File: src/rtl/urate_sched_if.sv
// Bundle of request, engine and frame-timing signals between urate_sched and its users.
// The slave modport is the scheduler side and the master modport is the requester/engine side.
interface urate_sched_if #(
  parameter int CH    = 4,
  parameter int RATIO = 20
);
  localparam int SEL_W = $clog2(CH);
  localparam int PH_W  = $clog2(RATIO);

  logic [CH-1:0]    req;
  logic             clr;
  logic             eng_done;
  logic             eng_start;
  logic [SEL_W-1:0] eng_sel;
  logic [CH-1:0]    gnt;
  logic [PH_W-1:0]  phase;
  logic             stb_l;
  logic             busy;
  logic [CH-1:0]    ovr;
  logic             tmo_err;

  modport master (
    output req, clr, eng_done,
    input  eng_start, eng_sel, gnt, phase, stb_l, busy, ovr, tmo_err
  );

  modport slave (
    input  req, clr, eng_done,
    output eng_start, eng_sel, gnt, phase, stb_l, busy, ovr, tmo_err
  );
endinterface

File: src/rtl/urate_sched.sv
// Shares one rate-conversion engine among CH low-rate requesters: frame timing,
// round-robin job issue with start/done handshake, per-frame overrun and engine timeout.
module urate_sched #(
  parameter int F_H = 60,
  parameter int F_L = 3,
  parameter int CH  = 4,
  parameter int TMO = 16
) (
  input  logic         clk,
  input  logic         rst,
  urate_sched_if.slave bus
);
  localparam int RATIO = F_H / F_L;
  localparam int SEL_W = $clog2(CH);
  localparam int PH_W  = $clog2(RATIO);
  localparam int CNT_W = $clog2(TMO + 1);

  localparam logic [1:0] S_IDLE  = 2'd0;
  localparam logic [1:0] S_ISSUE = 2'd1;
  localparam logic [1:0] S_WAIT  = 2'd2;

  logic [1:0]       state_q, state_d;
  logic [SEL_W-1:0] ptr_q, ptr_d;
  logic [SEL_W-1:0] sel_q, sel_d;
  logic [CNT_W-1:0] cnt_q, cnt_d;
  logic [PH_W-1:0]  phase_q, phase_d;
  logic             stb_q, stb_d;
  logic             start_q, start_d;
  logic [CH-1:0]    gnt_q, gnt_d;
  logic             busy_q, busy_d;
  logic [CH-1:0]    served_q, served_d;
  logic [CH-1:0]    ovr_q, ovr_d;
  logic             tmo_q, tmo_d;
  logic             tmo_set;
  logic [SEL_W-1:0] sel_inc;

  // Lowest offset from ptr wins, so scanning offsets downward leaves the first hit.
  function automatic logic [SEL_W-1:0] rr_pick(input logic [CH-1:0] r, input logic [SEL_W-1:0] p);
    logic [SEL_W-1:0] idx;
    rr_pick = p;
    for (int k = CH - 1; k >= 0; k--) begin
      idx = SEL_W'((int'(p) + k) % CH);
      if (r[idx]) rr_pick = idx;
    end
  endfunction

  assign sel_inc = (sel_q == SEL_W'(CH - 1)) ? '0 : sel_q + 1'b1;

  always_comb begin
    // NOTE: every variable gets a default first so no path through the block infers a latch.
    state_d  = state_q;
    ptr_d    = ptr_q;
    sel_d    = sel_q;
    cnt_d    = cnt_q;
    start_d  = 1'b0;
    gnt_d    = '0;
    tmo_set  = 1'b0;

    phase_d = (phase_q == PH_W'(RATIO - 1)) ? '0 : phase_q + 1'b1;
    stb_d   = (phase_d == PH_W'(RATIO - 1));

    case (state_q)
      S_IDLE: begin
        cnt_d = '0;
        if (|bus.req) begin
          sel_d   = rr_pick(bus.req, ptr_q);
          start_d = 1'b1;
          state_d = S_ISSUE;
        end
      end
      S_ISSUE: begin
        cnt_d   = '0;
        state_d = S_WAIT;
      end
      S_WAIT: begin
        if (bus.eng_done) begin
          gnt_d   = CH'(1) << sel_q;
          ptr_d   = sel_inc;
          state_d = S_IDLE;
        end else if (cnt_q == CNT_W'(TMO - 1)) begin
          tmo_set = 1'b1;
          ptr_d   = sel_inc;
          state_d = S_IDLE;
        end else begin
          cnt_d = cnt_q + 1'b1;
        end
      end
      default: state_d = S_IDLE;
    endcase

    busy_d = (state_d == S_ISSUE) || (state_d == S_WAIT);

    // served_q already holds a grant showing in the strobe cycle; a done seen
    // in the strobe cycle grants in the next frame and seeds the fresh set.
    served_d = served_q | gnt_d;
    ovr_d    = bus.clr ? '0 : ovr_q;
    tmo_d    = bus.clr ? 1'b0 : tmo_q;
    if (stb_q) begin
      ovr_d    = ovr_d | (bus.req & ~served_q);
      served_d = gnt_d;
    end
    if (tmo_set) tmo_d = 1'b1;
  end

  // NOTE: state updates use non-blocking assignments so every register samples pre-edge values.
  always_ff @(posedge clk) begin
    if (!rst) begin
      state_q  <= S_IDLE;
      ptr_q    <= '0;
      sel_q    <= '0;
      cnt_q    <= '0;
      phase_q  <= '0;
      stb_q    <= 1'b0;
      start_q  <= 1'b0;
      gnt_q    <= '0;
      busy_q   <= 1'b0;
      served_q <= '0;
      ovr_q    <= '0;
      tmo_q    <= 1'b0;
    end else begin
      state_q  <= state_d;
      ptr_q    <= ptr_d;
      sel_q    <= sel_d;
      cnt_q    <= cnt_d;
      phase_q  <= phase_d;
      stb_q    <= stb_d;
      start_q  <= start_d;
      gnt_q    <= gnt_d;
      busy_q   <= busy_d;
      served_q <= served_d;
      ovr_q    <= ovr_d;
      tmo_q    <= tmo_d;
    end
  end

  assign bus.eng_start = start_q;
  assign bus.eng_sel   = sel_q;
  assign bus.gnt       = gnt_q;
  assign bus.phase     = phase_q;
  assign bus.stb_l     = stb_q;
  assign bus.busy      = busy_q;
  assign bus.ovr       = ovr_q;
  assign bus.tmo_err   = tmo_q;
endmodule

File: src/flat_wrapper.sv
// flat-port wrapper written by rule: the top's interface ports become plain ports
module urate_sched_flat 
#(
  parameter int F_H = 60,
  parameter int F_L = 3,
  parameter int CH  = 4,
  parameter int TMO = 16
)
  (clk, rst, bus_req, bus_clr, bus_eng_done, bus_eng_start, bus_eng_sel, bus_gnt, bus_phase, bus_stb_l, bus_busy, bus_ovr, bus_tmo_err);
  urate_sched_if #(.CH(CH), .RATIO(20)) bus_i ();
  input  logic clk;
  input  logic rst;
  input wire logic [$bits(bus_i.req)-1:0] bus_req;
  input wire logic [$bits(bus_i.clr)-1:0] bus_clr;
  input wire logic [$bits(bus_i.eng_done)-1:0] bus_eng_done;
  output wire logic [$bits(bus_i.eng_start)-1:0] bus_eng_start;
  output wire logic [$bits(bus_i.eng_sel)-1:0] bus_eng_sel;
  output wire logic [$bits(bus_i.gnt)-1:0] bus_gnt;
  output wire logic [$bits(bus_i.phase)-1:0] bus_phase;
  output wire logic [$bits(bus_i.stb_l)-1:0] bus_stb_l;
  output wire logic [$bits(bus_i.busy)-1:0] bus_busy;
  output wire logic [$bits(bus_i.ovr)-1:0] bus_ovr;
  output wire logic [$bits(bus_i.tmo_err)-1:0] bus_tmo_err;
  assign bus_i.req = bus_req;
  assign bus_i.clr = bus_clr;
  assign bus_i.eng_done = bus_eng_done;
  assign bus_eng_start = bus_i.eng_start;
  assign bus_eng_sel = bus_i.eng_sel;
  assign bus_gnt = bus_i.gnt;
  assign bus_phase = bus_i.phase;
  assign bus_stb_l = bus_i.stb_l;
  assign bus_busy = bus_i.busy;
  assign bus_ovr = bus_i.ovr;
  assign bus_tmo_err = bus_i.tmo_err;
  urate_sched #(.F_H(F_H), .F_L(F_L), .CH(CH), .TMO(TMO)) u_core (.clk(clk), .rst(rst), .bus(bus_i));
endmodule
File: config.mk
export PLATFORM = sky130hd
export DESIGN_NAME = urate_sched_flat
export DESIGN_NICKNAME = d
export VERILOG_FILES = /design/src/rtl/urate_sched_if.sv /design/src/rtl/urate_sched.sv /design/src/flat_wrapper.sv
export SDC_FILE = /design/constraint.sdc
export NUM_CORES = 1
export LEC_CHECK = 0
export ABC_AREA = 0
export BUFFER_PORTS_ARGS = -buffer_cell sky130_fd_sc_hd__buf_2
export CORE_MARGIN = 2
export CORE_UTILIZATION = 35
export CTS_CLUSTER_DIAMETER = 200
export CTS_CLUSTER_SIZE = 16
export DETAILED_ROUTE_END_ITERATION = 12
export HOLD_SLACK_MARGIN = 0.08
export PLACE_DENSITY = 0.63
export SLEW_MARGIN = 25
export SYNTH_ARGS = -nofsm -noshare
export SYNTH_HDL_FRONTEND = slang
export SYNTH_SLANG_ARGS = --single-unit
File: constraint.sdc
create_clock -name clk -period 2.23 [get_ports clk]
set_input_delay 0.223 -clock clk [delete_from_list [all_inputs] [get_ports clk]]
set_output_delay 0.223 -clock clk [all_outputs]
set_load 0.005 [all_outputs]
Word-level counts from Yosys, hierarchy flattened
Index checks and enable logic that the tools add are counted.
{"block": "totals", "regBits": 32, "inputBits": 8, "out_inout_bits": 19}
{"block": "classes", "add_sub_neg": 6, "magnitude_cmp": 4, "eq_ne": 10, "shift": 1, "mux": 34, "n_bitwise": 4, "reduce_logical": 11}
{"operator": "2-bit two-way mux", "n": 10}
{"operator": "4-bit two-way mux", "n": 5}
{"operator": "5-bit two-way mux", "n": 3}
{"operator": "2-bit by 3-bit < comparator with 1-bit output, second input constant", "n": 4}
{"operator": "5-bit by 1-bit adder with 5-bit output, second input constant", "n": 2}
{"operator": "5-bit equality test, second input constant", "n": 2}
{"operator": "1-bit two-way mux", "n": 10}
{"operator": "5-bit one-hot mux with 2 select lines", "n": 1}
{"operator": "1-bit binary-select mux with 2-bit select", "n": 4}
{"operator": "4-bit OR", "n": 2}
{"operator": "2-bit equality test, second input constant", "n": 3}
{"operator": "2-bit one-hot mux with 3 select lines", "n": 1}
{"operator": "2-bit AND reduction", "n": 3}
{"operator": "2-bit nonzero test", "n": 3}
{"operator": "5-bit by 4-bit equality test with 1-bit output, second input constant", "n": 1}
{"operator": "2-bit by 1-bit adder with 2-bit output, second input constant", "n": 2}
{"operator": "2-bit adder, second input constant", "n": 2}
{"operator": "4-bit bitwise AND", "n": 1}
{"operator": "2-bit by 1-bit equality test with 1-bit output, second input constant", "n": 2}
{"operator": "2-bit inequality test, second input constant", "n": 2}
{"operator": "4-bit inverter", "n": 1}
{"operator": "4-bit OR reduction", "n": 1}
{"operator": "1-bit by 2-bit << shifter with 4-bit output, first input constant", "n": 1}
{"operator": "3-bit AND reduction", "n": 1}
{"operator": "other kinds (3)", "n": 3}

Longest topological paths before layout
{"block": "depth", "depth_word": 7, "ltp_mapped": 7, "mapped_depth_nobuf": 7}

Worst setup path after synthesis
OpenSTA, ideal clock, no wires.
{"block": "synth_path", "path_type": "register -> register", "from": "register u_core.cnt_q[0]", "to": "register u_core.cnt_q[3]", "setup_ns": 0.117, "arrival_ns": 1.584, "required_time_ns": 2.113, "setup_slack_ns": 0.529, "path_stages_with_launch": 8, "period_less_slack_ns": 1.701, "path_cell_list": "dfxtp_1 -> ha_1 -> and3_1 -> ha_1 -> nor3_2 -> nand4_1 -> xor2_1 -> nor2_1"}
{"block": "synth_via", "elab_chain_len": 4, "word_cells_on_any_way": 7, "cone_classes": "add/sub: 1; eq/ne: 2; mux: 3; reduce/logical: 1"}
{"item": "start, declared", "line_no": "urate_sched.sv:25", "source": "logic [CNT_W-1:0] cnt_q, cnt_d;"}
{"item": "start signal, assigned", "line_no": "urate_sched.sv:124", "source": "cnt_q <= cnt_d;"}
{"item": "5-bit by 1-bit adder with 5-bit output", "line_no": "urate_sched.sv:85", "source": "cnt_d = cnt_q + 1'b1;"}
{"item": "5-bit two-way mux", "line_no": "urate_sched.sv:80", "source": "end else if (cnt_q == CNT_W'(TMO - 1)) begin"}
{"item": "5-bit two-way mux", "line_no": "urate_sched.sv:76", "source": "if (bus.eng_done) begin"}
{"item": "5-bit one-hot mux with 2 select lines", "line_no": "urate_sched.sv:62", "source": "case (state_q)"}
Several ways; a longest one is shown, not always the timed one. The select of a mux whose other input is x is not followed.
A chain may end at the register's enable or synchronous reset.

Worst setup path after layout
Same ends and word-level chain as after synthesis.

==> results.json <==
{
  "cts_tree": "done",
  "min_period_ns": 1.89,
  "cts_inserted_buffers": 5,
  "synth_seq_area_share_pct": 47.7,
  "synth_seq_cells": 32,
  "synth-edff-count": 0,
  "cts_resized": 0,
  "initial_core_util_pct": 36.7,
  "synth_area_leader_cell": "dfxtp_1",
  "power_leakage_nw": 0.707,
  "irDropWorstVdd_mv": 0.294,
  "wl_per_cell_um": 11.4,
  "worst_setup_path_start_kind": "flop",
  "vias": 1066,
  "maxCapViolations": 0,
  "yosys.area_share.xor_xnor_pct": 3.26,
  "min_path_type": "in2reg",
  "required_ns": 2.39,
  "fin_crit_sh_pct": 84.9,
  "rsz0062_at_grt": "false",
  "status": "finished clean",
  "p_per_area_nw_per_um2": 698,
  "synth.avg_cell_area_sq_um": 9.32,
  "std_cell_rows": 22,
  "antenna_cells": 0,
  "max_freq_ghz": 0.528,
  "globalplace.congestion": 0.759,
  "clk_latency_ns": 0.27,
  "grtUsageMet2_pct": 21.7,
  "die_w_um": 65.9,
  "hold_viol": 0,
  "htreeDepth": 2,
  "final.setup_skew_ns": 0.00382,
  "grt_use_met3_pct": 5.11,
  "p_total_w": 0.00112,
  "synthSimpleGateAreaFrac_pct": 23.9,
  "met1_usage_pct": 15.3,
  "critical-path-slowest-cell": "nor3_2",
  "synthAdderAreaFrac_pct": 7.46,
  "synthCells": 144,
  "viasPerCell": 4.78,
  "critical_path.cell_chain": "ha_1 -> and3_1 -> ha_1 -> nor3_2 -> nand4_1 -> xor2_1 -> nor2_1",
  "cp_max_fo": 6,
  "slew_violations": 0,
  "crit_arrival_ns": 2.05,
  "synthMuxAreaShare_pct": 0.746,
  "worstSetupPathType": "reg2reg",
  "mostFrequentLayoutCells": "dfxtp_1, buf_2, nor2_1, nand2_1, inv_1",
  "cts_root_buffer": "clkbuf_8",
  "dp_hpwl_um": 1900,
  "hold_buffers": 0,
  "place_area_sq_um": 1530,
  "grt_pass1_vias": 1010,
  "syn_to_final_growth_pct": 19.4,
  "yosys.cell_types.count": 35,
  "grt_max_degree": 20,
  "crit_top_cell": "ha_1",
  "synth_area_leaders": "dfxtp_1, ha_1, nor2_1",
  "slowest_delay_ns": 0.41,
  "grt_pass1_wl_um": 4340,
  "fin_cells": 223,
  "grt.total_usage_pct": 13.4,
  "coreArea_sq_um": 3660,
  "netlist_area_sq_um": 1340,
  "drt_iter0_drc": 49,
  "fin_setup_tns_ns": 0,
  "synth_top_area_share_pct": 47.7,
  "synth_compound_gate_area_share_pct": 13.9,
  "drt_pass1_iterations": 4,
  "dieHeight_um": 65.9,
  "die_area_sq_um": 4350,
  "totalWireLength_um": 2530,
  "synth_top_family_by_area": "simple AND/OR/NAND/NOR gates",
  "busiest_layer": "met2",
  "synthArstFlopShare_pct": 0,
  "synth_nets": 160,
  "maxSlewHeadroom_pct": 71.1,
  "gr-total-overflow": 0,
  "path_clk_slew_ns": 0.06,
  "worst_slew_pin_slew_ns": 0.432,
  "final_antenna_net_count": 0,
  "endpoint_kind": "flop",
  "num_io_pins": 27,
  "setup_viol": 0,
  "finalInstanceArea_sq_um": 1600,
  "drc": 0,
  "dp_cells": 216,
  "drive_gt1_share_pct": 20.6,
  "ys.flop_type": "dfxtp_1",
  "layout_commonest_cell": "dfxtp_1",
  "cts.sinks": 32,
  "nets": 191,
  "port_buffers": 26,
  "clockBufferDepth": 2,
  "fin_util_pct": 43.8,
  "cts_setup_buffers": 0,
  "ys_warn_count": 0,
  "antenna_found_initial": 0
}
==> cells in the mapped netlist (all sizes together) (2+ instances only) <==
| library cell | n |
|---|---|
| dfxtp | 32 |
| o21a | 2 |
| clkbuf | 2 |
| ha | 8 |
| nand2 | 12 |
| nor3 | 5 |
| a21o | 4 |
| a21oi | 2 |
| o21ai | 9 |
| nor2 | 14 |
| xor2 | 2 |
| and2 | 9 |
| inv | 9 |
| xnor2 | 3 |
| nand2b | 4 |
| and3 | 2 |
| a21boi | 3 |
| o22ai | 4 |
| nor2b | 6 |
==> final timing paths <==
| path | start | to | slack, ns | cells past startpoint |
|---|---|---|---|---|
| min reg2reg | u_core.served_q[2] | u_core.served_q[2] | 0.46 | 1 |
| max reg2reg | u_core.cnt_q[0] | u_core.cnt_q[3] | 0.34 | 7 |
| min | bus_clr | u_core.bus.ovr[2] | 0.31 | 3 |
| max | u_core.cnt_q[0] | u_core.cnt_q[3] | 0.34 | 7 |
==> layout make-up <==
class / instances / area [sq um]
flip-flops and latches: 32 / 641
clock buffers: 6 / 72.6
repair buffers: 26 / 130
clock inverters: 1 / 5.00
fillers: 364 / 2060
well taps: 48 / 60.1
multi-input cells: 101 / 661
inverters: 9 / 33.8
==> worst max-delay path: cells and delay by family, from the launching register on <==
kind / cells / cell delay, ns
and+or+nand+nor: 4 / 0.84
adders and majority gates: 2 / 0.43
DFF: 1 / 0.33
xor gates and xnor gates: 1 / 0.18
==> registers in the layout, indices dropped and copies added (netlist names) <==
register,flops
u_core.bus.busy,1
u_core.bus.eng_sel,2
u_core.bus.eng_start,1
u_core.bus.gnt,4
u_core.bus.ovr,4
u_core.bus.phase,5
u_core.bus.stb_l,1
u_core.bus.tmo_err,1
u_core.cnt_q,5
u_core.ptr_q,2
u_core.served_q,4
u_core.state_q,2
==> routing by layer <==
layer	part of all wire (%)	wire length [um]
met2	48	1210
met3	4.8	122
met4	1.1	27
met1	46	1170
met5	0	0
==> through the flow <==
stage               setup WS [ns]  hold slack [ns]
finish                      0.336            0.310
global route                0.191            0.327
CTS                         0.326            0.311
detailed placement          0.364            0.439
global placement            0.462            0.430
floorplan                   0.529            0.396
==> power by group <==
group          total [W]  leakage (nW)  internal [W]  switching [W]
sequential      0.000612         0.260      0.000593      0.0000187
clock           0.000400        0.0410      0.000212       0.000189
combinational   0.000107         0.405     0.0000478      0.0000594
total            0.00112         0.707      0.000853       0.000267
==> cell families after synthesis <==
kind of cell    Yosys count
simple gates             58
flops                    32
compound gates           29
buf+inv                  11
fa+ha+maj                 8
xor+xnor                  5
mux                       1
(Power assumes the default switching activity.)
